==> src/rtl/rgb_fade_driver_pkg.sv <==
// Shared definitions for the RGB fade driver: channel ordering and default sizing.
package rgb_fade_driver_pkg;

    localparam int unsigned NUM_CH           = 3;
    localparam int unsigned RGB_R            = 2;
    localparam int unsigned RGB_G            = 1;
    localparam int unsigned RGB_B            = 0;
    localparam int unsigned DEFAULT_PWM_BITS = 4;
    localparam int unsigned DEFAULT_STEP     = 1;

endpackage : rgb_fade_driver_pkg

==> src/rtl/pwm_fade_channel.sv <==
// One LED channel: latched on/off target, duty ramp toward 0 or MAX, and PWM compare.
module pwm_fade_channel
    import rgb_fade_driver_pkg::*;
#(
    parameter int unsigned PWM_BITS = DEFAULT_PWM_BITS,
    parameter int unsigned STEP     = DEFAULT_STEP
) (
    input  logic                clk,
    input  logic                reset,
    input  logic                en,
    input  logic                capture,
    input  logic                step,
    input  logic                target_in,
    input  logic [PWM_BITS-1:0] cnt,
    output logic                pwm_out,
    output logic [PWM_BITS-1:0] duty,
    output logic                settled
);

    localparam int unsigned MAX = (1 << PWM_BITS) - 1;
    localparam int unsigned EXT = PWM_BITS + 1;

    logic                target;
    logic [EXT-1:0]      duty_ext;
    logic [EXT-1:0]      sum_ext;
    logic [PWM_BITS-1:0] duty_next;

    // Ramp one STEP toward the target level; the extra bit keeps the add from wrapping.
    always_comb begin
        duty_ext  = {1'b0, duty};
        sum_ext   = duty_ext + EXT'(STEP);
        duty_next = duty;
        if (target) begin
            duty_next = (sum_ext > EXT'(MAX)) ? PWM_BITS'(MAX) : sum_ext[PWM_BITS-1:0];
        end else begin
            duty_next = (duty_ext > EXT'(STEP)) ? PWM_BITS'(duty_ext - EXT'(STEP)) : '0;
        end
    end

    assign settled = target ? (duty == PWM_BITS'(MAX)) : (duty == '0);

    always_ff @(posedge clk or posedge reset) begin
        if (reset) begin
            target  <= 1'b0;
            duty    <= '0;
            pwm_out <= 1'b0;
        end else if (en) begin
            if (capture) begin
                target <= target_in;
            end
            if (step) begin
                duty <= duty_next;
            end
            pwm_out <= (cnt < duty);
        end
    end

endmodule : pwm_fade_channel

==> src/rtl/rgb_fade_driver.sv <==
// Three-channel PWM LED driver whose duties fade toward the latched RGB on/off code.
module rgb_fade_driver
    import rgb_fade_driver_pkg::*;
#(
    parameter int unsigned PWM_BITS = DEFAULT_PWM_BITS,
    parameter int unsigned STEP     = DEFAULT_STEP
) (
    input  logic                         clk,
    input  logic                         reset,
    input  logic                         en,
    input  logic [NUM_CH-1:0]            rgb_in,
    output logic [NUM_CH-1:0]            pwm_out,
    output logic [NUM_CH*PWM_BITS-1:0]   duty,
    output logic                         period_start,
    output logic                         settled
);

    localparam int unsigned MAX = (1 << PWM_BITS) - 1;

    logic [PWM_BITS-1:0] cnt;
    logic                cnt_last;
    logic                step_stb;
    logic [NUM_CH-1:0]   ch_settled;

    // Period is MAX cycles: capture on cnt==0, step on cnt==MAX-1.
    assign cnt_last     = (cnt == PWM_BITS'(MAX - 1));
    assign period_start = en && (cnt == '0);
    assign step_stb     = en && cnt_last;
    assign settled      = &ch_settled;

    always_ff @(posedge clk or posedge reset) begin
        if (reset) begin
            cnt <= '0;
        end else if (en) begin
            cnt <= cnt_last ? '0 : cnt + PWM_BITS'(1);
        end
    end

    for (genvar i = 0; i < NUM_CH; i++) begin : g_ch
        pwm_fade_channel #(
            .PWM_BITS (PWM_BITS),
            .STEP     (STEP)
        ) u_ch (
            .clk       (clk),
            .reset     (reset),
            .en        (en),
            .capture   (period_start),
            .step      (step_stb),
            .target_in (rgb_in[i]),
            .cnt       (cnt),
            .pwm_out   (pwm_out[i]),
            .duty      (duty[i*PWM_BITS +: PWM_BITS]),
            .settled   (ch_settled[i])
        );
    end

endmodule : rgb_fade_driver

==> config.mk <==
export PLATFORM = sky130hd
export DESIGN_NAME = rgb_fade_driver
export DESIGN_NICKNAME = d
export VERILOG_FILES = /design/src/rtl/rgb_fade_driver_pkg.sv /design/src/rtl/pwm_fade_channel.sv /design/src/rtl/rgb_fade_driver.sv
export SDC_FILE = /design/constraint.sdc
export NUM_CORES = 1
export LEC_CHECK = 0
export BUFFER_PORTS_ARGS = -buffer_cell sky130_fd_sc_hd__buf_2
export CORE_UTILIZATION = 40
export CTS_BUF_LIST = sky130_fd_sc_hd__clkbuf_16
export DETAILED_ROUTE_END_ITERATION = 8
export GPL_TIMING_DRIVEN = 0
export PLACE_DENSITY = 0.62
export SLEW_MARGIN = 20
export SYNTH_ARGS = -nofsm -noshare
export SYNTH_HDL_FRONTEND = slang
export SYNTH_SLANG_ARGS = --single-unit
export TNS_END_PERCENT = 50
==> constraint.sdc <==
create_clock -name clk -period 1.4 [get_ports clk]
set_input_delay 0.07 -clock clk [delete_from_list [all_inputs] [get_ports clk]]
set_output_delay 0.07 -clock clk [all_outputs]
set_load 0.005 [all_outputs]
After elaboration in Yosys (flattened, before gate mapping)
Cells that the tools add are included.

storage, ports and cells
  register bits after elaboration = 22
  word-level logic and storage cells = 52
  input bits = 6

operators by class
  reduce and logical (&&, ||, !) cells = 9
  multiplexer cells = 13
  $add $sub $neg = 7
  order comparisons = 9
  equal/unequal tests = 4

operator list
  operator               number
  $mux W4                10
  $eq A4 B4 Y1 const B   4
  $logic_not A4 Y1       4
  $add A4 B1 Y5 const B  3
  $gt A5 B4 Y1 const B   3
  $gt A4 B1 Y1 const B   3
  $lt A4 B4 Y1           3
  $sub A4 B1 Y4 const B  3
  $add A4 B1 Y4 const B  1
  $reduce_and A2 Y1      2
  $mux W1                3
  $reduce_and A3 Y1      1
  $logic_and A1 B1 Y1    2

Depth between registers and ports, before layout
Gate-level depths: netlist (run 1).

  depth after elaboration = 4
  mapped depth = 6
  mapped depth without buffers = 6

By module
From an unflattened synthesis (run 1), not the netlist that was laid out.

second synthesis, totals
  cell total of the unflattened synthesis = 192
  area total of the unflattened synthesis = 1676.6 um^2

by module, submodules not included
  module            instances  cells each  area an instance (um^2)
  pwm_fade_channel  3          56          483.0
  rgb_fade_driver   1          24          227.7

Worst setup path before layout (run 1)
OpenSTA, ideal clock, no wires.

  kind = register -> register
  start = register g_ch[1].u_ch.duty[0]
  end = register g_ch[1].u_ch.duty[0]
  setup time = 0.074 ns
  data required time = 1.326 ns
  slack = -0.144 ns
  clock period less this slack = 1.544 ns
  data arrival time = 1.470 ns
  stages on the path, launching flop included = 6
  cell sequence = dfrtp_1 > inv_1 > ha_1 > or2_2 > a221o_1 > o21ai_2

on the way
  word-level cells in the longest chain between the ends = 4

ends and longest elaborated chain
  element                 RTL line                source
  from (decl)             pwm_fade_channel.sv:16  output logic [PWM_BITS-1:0] duty,
  from (signal assigned)  pwm_fade_channel.sv:52  duty <= duty_next;
  $add A4 B1 Y5           pwm_fade_channel.sv:31  sum_ext = duty_ext + EXT'(STEP);
  $gt A5 B4 Y1            pwm_fade_channel.sv:34  duty_next = (sum_ext > EXT'(MAX)) ? PWM_BITS'(MAX) : sum_ext[PWM_BITS-1:0];
  $mux W4                 pwm_fade_channel.sv:34
  $mux W4 (*)             pwm_fade_channel.sv:33  if (target) begin

Every way passes the cells marked *; elsewhere a longest branch is shown, timed or not.
A chain may end at the register's enable or synchronous reset.

Worst setup path after layout (run 1)
  start = register g_ch[0].u_ch.duty[0]
  end = output port settled

on the way
  word-level cells in the longest chain between the ends = 3

ends and longest elaborated chain
  element                                           RTL line                source
  from (decl)                                       pwm_fade_channel.sv:16
  from (signal assigned)                            pwm_fade_channel.sv:52
  $eq A4 B4 Y1 or $logic_not A4 Y1 (tied branches)  pwm_fade_channel.sv:40  assign settled = target ? (duty == PWM_BITS'(MAX)) : (duty == '0);
  $mux W1 (*)                                       pwm_fade_channel.sv:40
  $reduce_and A3 Y1 (*)                             rgb_fade_driver.sv:29   assign settled = &ch_settled;
  to (decl)                                         rgb_fade_driver.sv:15   output logic settled

Marks and branches as above.

==> qor.txt, run 1 <==
result of the run -> finished, violations left
failing checks -> negative hold slack, negative setup slack
DIE WIDTH -> 66.2 um
grt met2 use -> 34.7%
Final GP Congestion -> 0.828
placement row count -> 22
syn_area_per_cell -> 8.45 um2
slowest cell on the critical path -> dfrtp_2
most common library cell in the layout ignoring fill and taps -> buf_4
drt drc -> 0
remaining number of nets flagged by the antenna check after routing -> 0
busiest layer in global routing -> met2
CTS tree -> built
final setup violation count -> 18
ratio of cells with drive above 1 in the final layout -> 47.8%
post-layout minimum cycle time -> 1.69 ns
unrepaired setup endpoints after global routing -> true
global route total overflow -> 0
number of ports placed on the die boundary -> 23
type of the worst setup path -> reg -> out
layout overhead on the synthesized area -> 45.7%
overall fraction of global-route tracks in use -> 21.4%
CTS H-tree depth -> 1
crit path setup slack, layout -> -0.293 ns
Yosys warning total -> 0
via count of the first global-routing pass -> 1484
Worst-path clk slew -> 0.07 ns
Filler Cells Inserted -> 304
Post-Syn Nets -> 219
power density over the cells -> 2460 mW/mm2
flip-flop and latch count after synthesis -> 22
number of unique standard cell types used by synthesis -> 35
crit start category -> register
Root Buffer -> clkbuf_16
total die area -> 0.00438 mm2
kind of path behind the tightest hold check -> in -> async
detailed-route via count -> 1636
worst path cell trace -> ha_4 -> nand4_1 -> a222oi_1 -> buf_2
final non-filler cell total -> 299
Sum Neg Setup Slack -> -1.22 ns
final WL -> 4670 um
pin count of the biggest net entering global routing -> 23
netlist area before placement -> 0.00165 mm2
# Max-Cap Violations -> 0
IO Port Bufs -> 21
leakage -> 1.10 nW
drt first pass iters -> 5
Core Region -> 0.00380 mm2
Fmax achieved -> 0.591 GHz
initial core utilization -> 43.4%
fin crit share -> 121%
cell class contributing the biggest share of worst-path delay -> flip-flops
post-detail-place hpwl -> 2630 um
wire length of the first global-routing pass -> 7160 um
synthesized instance count -> 195
delay of the slowest critical-path stage -> 0.47 ns
post-DR wirelength/cell -> 15.6 um
fin. max-slew vios -> 0
violation count after the first detailed-route iteration -> 145
pre-CTS setup slack -> -0.262 ns
clock buffer count from CTS -> 3
met1 routing resource usage after global routing -> 29.7%
initial antenna violation count -> 0
overall die height -> 66.2 um
maximum clock insertion buffer count -> 2
nets@finish -> 276
buffers plus inverters on the worst setup path -> 1
max-slew headroom at the worst pin -> 40.4%
final-layout worst hold slack -> -0.00907 ns
worst-skew pair later-pin latency -> 0.26 ns
number of clock sinks -> 22
maximum clock skew at final layout -> 0.00774 ns
vias per std cell -> 5.47
critical path peak fanout -> 5
peak supply drop -> 0.00109 V
hold-fix buffers at CTS -> 0
Final Hold Fails -> 20
kind of end point of the critical path -> output pin
measured slew at the worst slew-check pin -> 0.893 ns
commonest non-fill, non-tap cells in the layout -> buf_4, buf_2, nand2_1
number of inserted diodes -> 0
M3 GR Usage -> 4.14%
data arrival time of the critical path -> 1.62 ns
share of synthesized area occupied by flip-flops and latches -> 33.4%
number of placed cells counting well taps -> 264
Crit path required time -> 1.33 ns
## metal layers
metal | vias to the layer above | part of all wire (%)
li1 | 806 | -
met1 | 773 | 46
met2 | 55 | 48
met3 | 2 | 5.9
met4 | 0 | 0.17
met5 | - | 0
## cells in the mapped netlist
cell type | number | share of area [%]
a21o_1 | 6 | 2.7
a2bb2oi_1 | 4 | 2.1
inv_2 | 1 | 0.23
inv_1 | 16 | 3.6
nand3_1 | 6 | 1.8
o21ai_2 | 2 | 1.1
mux2i_1 | 5 | 3.0
o31a_1 | 1 | 0.53
nand3b_1 | 1 | 0.46
buf_4 | 3 | 1.4
o21ai_0 | 16 | 4.9
o211ai_1 | 2 | 0.91
buf_6 | 1 | 0.68
nand3_2 | 1 | 0.61
nor2_1 | 5 | 1.1
a22oi_1 | 3 | 1.4
nor2b_1 | 3 | 1.1
nand4_1 | 3 | 1.1
a221o_1 | 2 | 1.2
or3_4 | 1 | 0.68
a222oi_1 | 1 | 0.61
dfrtp_1 | 22 | 33
ha_1 | 18 | 14
or2_2 | 2 | 0.76
nor3_1 | 6 | 1.8
or3_1 | 1 | 0.38
a21oi_1 | 7 | 2.1
a32oi_1 | 1 | 0.53
clkbuf_1 | 5 | 1.1
nor3_4 | 1 | 0.99
buf_2 | 3 | 0.91
nand2_1 | 24 | 5.5
nand2b_1 | 4 | 1.5
a31oi_1 | 6 | 2.3
o21ai_1 | 12 | 3.6
## flip-flops by register name (all words and copies together) (netlist names)
name and count:
cnt 4, g_ch.u_ch.duty 12, g_ch.u_ch.pwm_out 3, g_ch.u_ch.target 3
## through the flow
| step | power (mW) | cell area (um2) | hold slack [ns] | util [%] |
|---|---|---|---|---|
| after floorplan | 3.07 | 1660 | 0.0590 | - |
| after global placement | 3.71 | 1820 | 0.270 | 48.0 |
| after detailed placement | 3.74 | 1820 | 0.282 | 48.0 |
| after CTS | 5.21 | 2190 | 0.0180 | 57.6 |
| after global routing | 6.33 | 2400 | 0.0314 | 63.2 |
| final | 5.90 | 2400 | -0.00907 | 63.2 |
## layout make-up
type / instances / area [um2] / area share (%)
Multi-Input combinational cell: 144 / 1150 / 48.1
Clock buffer: 3 / 75.1 / 3.13
Inverter: 17 / 68.8 / 2.87
Buffer: 8 / 61.3 / 2.55
Timing Repair Buffer: 56 / 383 / 15.9
Tap cell: 48 / 60.1 / 2.50
Sequential cell: 22 / 568 / 23.7
Clock inverter: 1 / 30.0 / 1.25
## path summary, 6_finish.rpt
| kind | startpoint | end | slack (ns) | cells past startpoint |
|---|---|---|---|---|
| setup reg to reg | g_ch[0].u_ch.duty[0]$_DFFE_PP0P_ | g_ch[0].u_ch.duty[0]$_DFFE_PP0P_ | -0.13 | 6 |
| max in group asynchronous | reset | cnt[1]$_DFFE_PP0P_ | 0.79 | 2 |
| min in group clk | rgb_in[1] | g_ch[1].u_ch.target$_DFFE_PP0P_ | 0.02 | 3 |
| setup / recovery | g_ch[0].u_ch.duty[0]$_DFFE_PP0P_ | settled | -0.29 | 4 |
| hold / removal | reset | g_ch[2].u_ch.duty[1]$_DFFE_PP0P_ | -0.009 | 2 |
| hold reg to reg | g_ch[1].u_ch.duty[2]$_DFFE_PP0P_ | g_ch[1].u_ch.duty[2]$_DFFE_PP0P_ | 0.57 | 1 |
## repair_timing
| item | 4_1_cts | 5_1_grt |
|---|---|---|
| gates resized for setup | 32 | 31 |
| setup buffers | 22 | 13 |
| endpoints found under the hold margin | 0 | 0 |
| pin swaps | 11 | 18 |
| endpoints found under the setup margin | 18 | 20 |
| cloned | 1 | 0 |
## worst reg2reg max path: stages, from the launching register on
cell,delay (ns)
dfrtp_2,0.47
ha_4,0.17
nand4_1,0.14
buf_4,0.17
buf_4,0.12
a221o_1,0.34
o21ai_2,0.06
## where the power goes
part	total [mW]	switching [mW]	internal [mW]
combinational	3.51	1.63	1.88
clock	0.822	0.253	0.569
sequential	1.57	0.599	0.971
## logic make-up (layout without fill, tap and decap cells)
group	count (synthesis)	count (layout)	synth area share, %
compound gates	63	63	24.0
simple gates	58	58	17.9
buf+inv	29	85	7.97
flops	22	22	33.4
fa+ha+maj	18	18	13.7
mux	5	5	3.04
No activity file was read; power rests on OpenSTA's default activity.
==> inputs of run 2 (changes only) <==
==> constraint.sdc (replaced) <==
create_clock -name clk -period 1.4 [get_ports clk]
set_input_delay 0.28 -clock clk [delete_from_list [all_inputs] [get_ports clk]]
set_output_delay 0.28 -clock clk [all_outputs]
set_load 0.005 [all_outputs]
==> run 2 against run 1 <==
Effect of this change:
- sequential share of layout area decreased by 1.5 points
- clock power up 0.5%
- the run ends with negative setup slack left
- die area unchanged
- clock skew up 0.0019 ns
- largest cell class unchanged
- register-to-register slack worse by 0.05 ns
- clock-buffer cell count stayed put
==> qor.txt, run 2 (synthesis gave the netlist of run 1 again) <==
result of the run -> finished, violations left (unchanged)
failing checks -> negative setup slack (was negative hold slack, negative setup slack)
final non-filler cell total -> 310 (was 299)
maximum clock insertion buffer count -> 2 (unchanged)
placement row count -> 22 (unchanged)
Fmax achieved -> 0.535 GHz (was 0.591 GHz)
post-DR wirelength/cell -> 16.4 um (was 15.6 um)
total die area -> 0.00438 mm2 (unchanged)
pin count of the biggest net entering global routing -> 23 (unchanged)
final-layout worst hold slack -> 0.192 ns (was -0.00907 ns)
fin. max-slew vios -> 0 (unchanged)
beginning of the critical path -> g_ch[0].u_ch.duty[0]$_DFFE_PP0P_ (unchanged)
# Max-Cap Violations -> 0 (unchanged)
final WL -> 5100 um (was 4670 um)
global route total overflow -> 0 (unchanged)
worst r2r dst -> g_ch[0].u_ch.duty[0]$_DFFE_PP0P_ (unchanged)
leakage -> 1.15 nW (was 1.10 nW)
post-layout minimum cycle time -> 1.87 ns (was 1.69 ns)
number of clock sinks -> 22 (unchanged)
Worst-path clk slew -> 0.07 ns (about the same)
violation count after the first detailed-route iteration -> 144 (was 145)
measured slew at the worst slew-check pin -> 0.874 ns (was 0.893 ns)
peak supply drop -> 0.00120 V (was 0.00109 V)
IO Port Bufs -> 21 (unchanged)
worst-skew pair later-pin latency -> 0.27 ns (was 0.26 ns)
commonest non-fill, non-tap cells in the layout -> buf_4, nand2_1, buf_2 (was buf_4, buf_2, nand2_1)
data arrival time of the critical path -> 1.59 ns (was 1.62 ns)
top register by number of flip-flops -> g_ch.u_ch.duty (unchanged)
final setup violation count -> 18 (unchanged)
number of inserted diodes -> 0 (unchanged)
startpoint of the lowest-slack register-to-register path -> g_ch[0].u_ch.duty[0]$_DFFE_PP0P_ (unchanged)
Worst Reg2Reg Path Length in Cells -> 6 (unchanged)
initial core utilization -> 43.4% (unchanged)
type of the worst setup path -> reg -> out (unchanged)
kind of end point of the critical path -> output pin (unchanged)
wire length of the first global-routing pass -> 7730 um (was 7160 um)
remaining number of nets flagged by the antenna check after routing -> 0 (unchanged)
drt first pass iters -> 4 (was 5)
DIE WIDTH -> 66.2 um (unchanged)
crit start category -> register (unchanged)
post-detail-place hpwl -> 2630 um (about the same)
Root Buffer -> clkbuf_16 (unchanged)
overall die height -> 66.2 um (unchanged)
crit path setup slack, layout -> -0.468 ns (was -0.293 ns)
CTS tree -> built (unchanged)
maximum clock skew at final layout -> 0.00960 ns (was 0.00774 ns)
number of placed cells counting well taps -> 264 (unchanged)
CTS H-tree depth -> 1 (unchanged)
Final GP Congestion -> 0.830 (was 0.828)
max-slew headroom at the worst pin -> 41.6% (was 40.4%)
detailed-route via count -> 1727 (was 1636)
vias per std cell -> 5.57 (was 5.47)
kind of path behind the tightest hold check -> in -> async (unchanged)
critical path peak fanout -> 4 (was 5)
biggest registers after layout -> g_ch.u_ch.duty x12, cnt x4 (unchanged)
ratio of cells with drive above 1 in the final layout -> 51.1% (was 47.8%)
fin crit share -> 133% (was 121%)
nets@finish -> 287 (was 276)
Filler Cells Inserted -> 293 (was 304)
via count of the first global-routing pass -> 1588 (was 1484)
setup slack on the worst flop-to-flop path -> -0.18 ns (was -0.13 ns)
Core Region -> 0.00380 mm2 (unchanged)
Crit path required time -> 1.12 ns (was 1.33 ns)
drt drc -> 0 (unchanged)
number of ports placed on the die boundary -> 23 (unchanged)
power density over the cells -> 2460 mW/mm2 (about the same)
Final Hold Fails -> 0 (was 20)
Largest register FFs -> 12 (unchanged)
most common library cell in the layout ignoring fill and taps -> buf_4 (unchanged)
initial antenna violation count -> 0 (unchanged)
clock buffer count from CTS -> 3 (unchanged)
hold-fix buffers at CTS -> 0 (unchanged)
unrepaired setup endpoints after global routing -> true (unchanged)
overall fraction of global-route tracks in use -> 23.5% (was 21.4%)
layout overhead on the synthesized area -> 55.2% (was 45.7%)
final standard cell utilization of the core -> 67.3% (was 63.2%)
-- run 2: cell types whose count changed in the layout (fill, tap and decap cells not counted), sizes merged --
cell,delta
buf,+11
-- run 2: layout make-up --
cell class              instances  area, um2  share of cell area, %
clock inverters                 1       30.0                   1.17
repair buffers                 67        512                   20.0
clock buffers                   3       75.1                   2.94
well taps                      48       60.1                   2.35
inverters                      17       63.8                   2.50
flip-flops and latches         22        567                   22.2
multi-input cells             144       1180                   46.3
plain buffers                   8       65.1                   2.54
-- run 2: worst max-delay path, stage by stage (launching register included) --
cell and delay (ns):
dfrtp_2 0.46, inv_2 0.11, ha_4 0.14, nand2_2 0.05, a222oi_1 0.39, buf_2 0.18
-- run 2: layer usage --
layer | vias to the layer above | global-route usage, % | part of all wire (%)
li1 | 824 | - | -
met1 | 833 | 29.3 | 44
met2 | 62 | 40.7 | 50
met3 | 8 | 3.62 | 4.6
met4 | 0 | 7.98 | 1.7
met5 | - | 0 | 0
-- run 2: where the power goes --
part	total (mW)	switching [mW]	internal, mW
Sequential	1.50	0.528	0.967
Combinational	3.97	1.84	2.14
Clock	0.826	0.257	0.569
-- run 2: how the worst max path moves through the flow --
| stage | to | slack, ns | depth (start not counted) |
|---|---|---|---|
| 6_report | settled | -0.47 | 5 |
| 2_1_floorplan | settled | -0.003 | 4 |
| 3_5_place_dp | settled | -0.33 | 4 |
| 4_1_cts | settled | -0.42 | 4 |
| 5_1_grt | settled | -0.53 | 5 |
| 3_3_place_gp | settled | -0.33 | 4 |
-- run 2: repair_timing --
action	4_1_cts	5_1_grt
gates resized for setup	36	43
buffers inserted	33	14
pin swaps	13	18
gates cloned	1	1
endpoints found under the setup margin	19	20
-- run 2: through the flow --
stage	power, mW	area, um2	setup TNS (ns)	setup WS, ns
after global placement	3.74	1830	-2.01	-0.334
after detailed placement	3.76	1830	-1.99	-0.327
after global routing	6.75	2560	-2.81	-0.527
after floorplan	3.10	1670	-0.00271	-0.00266
final	6.30	2560	-1.74	-0.468
after CTS	5.58	2310	-1.50	-0.419
==> inputs of run 3 (changes only) <==
- CORE_MARGIN: not set -> 3
==> run 3 against run 2 <==
Effect of this change:
- the flow still finishes with violations (negative setup slack)
- critical path depth is the same
- via count is 2.6% lower
- flip-flop and latch count unchanged
- non-clock buffer count fell by 9
- combinational power decreased by 7.8%
- final area fell by 6.0%
- die area grew 12%
- worst hold slack better by 0.018 ns
- clock skew shrank 0.0066 ns
- global-route usage shrank 5.5 points
- maximum frequency up 4.6%
- critical endpoint unchanged
- largest cell class unchanged
==> qor.txt, run 3 (synthesis gave the netlist of run 1 again) <==
kind of end point of the critical path -> output pin (unchanged)
overall fraction of global-route tracks in use -> 18.0% (was 23.5%)
max-slew headroom at the worst pin -> 39.8% (was 41.6%)
leakage -> 1.09 nW (was 1.15 nW)
clock buffer count from CTS -> 3 (unchanged)
violation count after the first detailed-route iteration -> 162 (was 144)
Final Hold Fails -> 0 (unchanged)
number of clock sinks -> 22 (unchanged)
vias per std cell -> 5.59 (was 5.57)
CTS H-tree depth -> 1 (unchanged)
pin count of the biggest net entering global routing -> 23 (unchanged)
worst-skew pair later-pin latency -> 0.26 ns (was 0.27 ns)
global route total overflow -> 0 (unchanged)
Core Region -> 0.00383 mm2 (was 0.00380 mm2)
area of placed instances -> 0.00183 mm2 (unchanged)
critical path peak fanout -> 4 (unchanged)
DIE WIDTH -> 70.2 um (was 66.2 um)
setup slack on the worst flop-to-flop path -> -0.17 ns (was -0.18 ns)
via count of the first global-routing pass -> 1481 (was 1588)
proportion of power drawn by combinational gates -> 63.1% (about the same)
crit start category -> register (unchanged)
failing checks -> negative setup slack (unchanged)
clock power share -> 10.7% (was 13.1%)
data arrival time of the critical path -> 1.51 ns (was 1.59 ns)
ratio of cells with drive above 1 in the final layout -> 46.6% (was 51.1%)
post-DR wirelength/cell -> 15.6 um (was 16.4 um)
placement row count -> 22 (unchanged)
maximum clock skew at final layout -> 0.00304 ns (was 0.00960 ns)
NetSw -> 2.48 mW (was 2.62 mW)
layout overhead on the synthesized area -> 45.9% (was 55.2%)
nets@finish -> 278 (was 287)
Worst-path clk slew -> 0.06 ns (was 0.07 ns)
# Max-Cap Violations -> 0 (unchanged)
result of the run -> finished, violations left (unchanged)
kind of path behind the tightest hold check -> in -> async (unchanged)
worst r2r dst -> g_ch[1].u_ch.duty[0]$_DFFE_PP0P_ (was g_ch[0].u_ch.duty[0]$_DFFE_PP0P_)
peak supply drop -> 0.00100 V (was 0.00120 V)
Largest register FFs -> 12 (unchanged)
measured slew at the worst slew-check pin -> 0.901 ns (was 0.874 ns)
type of the worst setup path -> reg -> out (unchanged)
commonest non-fill, non-tap cells in the layout -> buf_4, buf_2, nand2_1 (was buf_4, nand2_1, buf_2)
post-detail-place hpwl -> 2620 um (was 2630 um)
Root Buffer -> clkbuf_16 (unchanged)
top register by number of flip-flops -> g_ch.u_ch.duty (unchanged)
number of inserted diodes -> 0 (unchanged)
fin area -> 0.00240 mm2 (was 0.00256 mm2)
fin. max-slew vios -> 0 (unchanged)
initial antenna violation count -> 0 (unchanged)
most common library cell in the layout ignoring fill and taps -> buf_4 (unchanged)
fin crit share -> 128% (was 133%)
IO Port Bufs -> 21 (unchanged)
number of ports placed on the die boundary -> 23 (unchanged)
drt first pass iters -> 4 (unchanged)
remaining number of nets flagged by the antenna check after routing -> 0 (unchanged)
power density over the cells -> 2410 mW/mm2 (was 2460 mW/mm2)
Power Internal -> 3.32 mW (was 3.67 mW)
post-layout minimum cycle time -> 1.79 ns (was 1.87 ns)
wire length of the first global-routing pass -> 7200 um (was 7730 um)
final setup violation count -> 13 (was 18)
final WL -> 4690 um (was 5100 um)
hold-fix buffers at CTS -> 0 (unchanged)
unrepaired setup endpoints after global routing -> true (unchanged)
overall power -> 5.80 mW (was 6.30 mW)
initial core utilization -> 43.1% (was 43.4%)
fraction of power spent switching nets -> 42.8% (was 41.7%)
Final GP Congestion -> 0.831 (was 0.830)
proportion of power drawn by flip-flops and latches -> 26.2% (was 23.8%)
Fmax achieved -> 0.560 GHz (was 0.535 GHz)
Crit path required time -> 1.12 ns (about the same)
startpoint of the lowest-slack register-to-register path -> g_ch[1].u_ch.duty[0]$_DFFE_PP0P_ (was g_ch[0].u_ch.duty[0]$_DFFE_PP0P_)
CTS tree -> built (unchanged)
pre-CTS setup slack -> -0.269 ns (was -0.327 ns)
Worst Reg2Reg Path Length in Cells -> 6 (unchanged)
total die area -> 0.00493 mm2 (was 0.00438 mm2)
overall die height -> 70.2 um (was 66.2 um)
detailed-route via count -> 1682 (was 1727)
biggest registers after layout -> g_ch.u_ch.duty x12, cnt x4 (unchanged)
crit path setup slack, layout -> -0.386 ns (was -0.468 ns)
drt drc -> 0 (unchanged)
maximum clock insertion buffer count -> 2 (unchanged)
## run 3: cell types whose count changed in the layout (fill, tap and decap cells not counted), sizes merged
cell | previous run | this run
buf | 74 | 64
bufinv | 1 | 0
clkbuf | 4 | 5
clkinv | 0 | 1
## run 3: routing by layer
metal	vias up	part of all wire, %	GRT usage (%)
li1	807	-	-
met1	811	45	25.5
met2	58	48	28.8
met3	6	5.1	2.30
met4	0	1.1	4.89
met5	-	0	0
## run 3: timing repair
item | 4_1_cts | 5_1_grt
setup endpoints to repair | 18 | 20
cloned | 0 | 1
buffers inserted | 29 | 10
pin swaps | 17 | 15
resized for setup | 37 | 23
## run 3: cell type report
cell class / count / area [um2]
fillers: 315 / 1420
multi-input cells: 144 / 1140
flip-flops and latches: 22 / 568
repair buffers: 58 / 427
clock buffers: 3 / 75.1
plain buffers: 8 / 68.8
inverters: 17 / 63.8
well taps: 48 / 60.1
clock inverters: 1 / 3.75
## run 3: worst max path at each step
stage	endpoint	startpoint	cells after the start
final	settled	g_ch[0].u_ch.duty[1]$_DFFE_PP0P_	5
after global routing	settled	g_ch[0].u_ch.duty[0]$_DFFE_PP0P_	5
after CTS	period_start	cnt[0]$_DFFE_PP0P_	4
after detailed placement	period_start	cnt[0]$_DFFE_PP0P_	4
after global placement	settled	g_ch[0].u_ch.duty[0]$_DFFE_PP0P_	4
after floorplan	settled	g_ch[0].u_ch.duty[3]$_DFFE_PP0P_	4
## run 3: through the flow
step | TNS (ns) | utilization, % | hold slack, ns | cells
final | -1.50 | 62.9 | 0.210 | 301
after floorplan | -0.00271 | - | 0.269 | 195
after detailed placement | -1.92 | 47.9 | 0.489 | 264
after global placement | -1.89 | 47.9 | 0.482 | 264
after CTS | -1.82 | 58.9 | 0.224 | 293
after global routing | -2.52 | 62.9 | 0.254 | 301
## run 3: power by group through the flow
| stage | Combinational [mW] | Clock, mW | Sequential, mW |
|---|---|---|---|
| floorplan | 1.76 | 0 | 1.33 |
| global placement | 2.31 | 0 | 1.44 |
| detailed placement | 2.32 | 0 | 1.44 |
| CTS | 3.24 | 0.636 | 1.48 |
| global route | 4.02 | 0.665 | 1.58 |
| finish | 3.66 | 0.623 | 1.52 |
## run 3: worst max-delay path, stage by stage (launching register included)
cell      delay (ns)
dfrtp_2         0.44
inv_2           0.10
ha_4            0.15
nand2_2         0.05
a222oi_1        0.33
buf_2           0.17
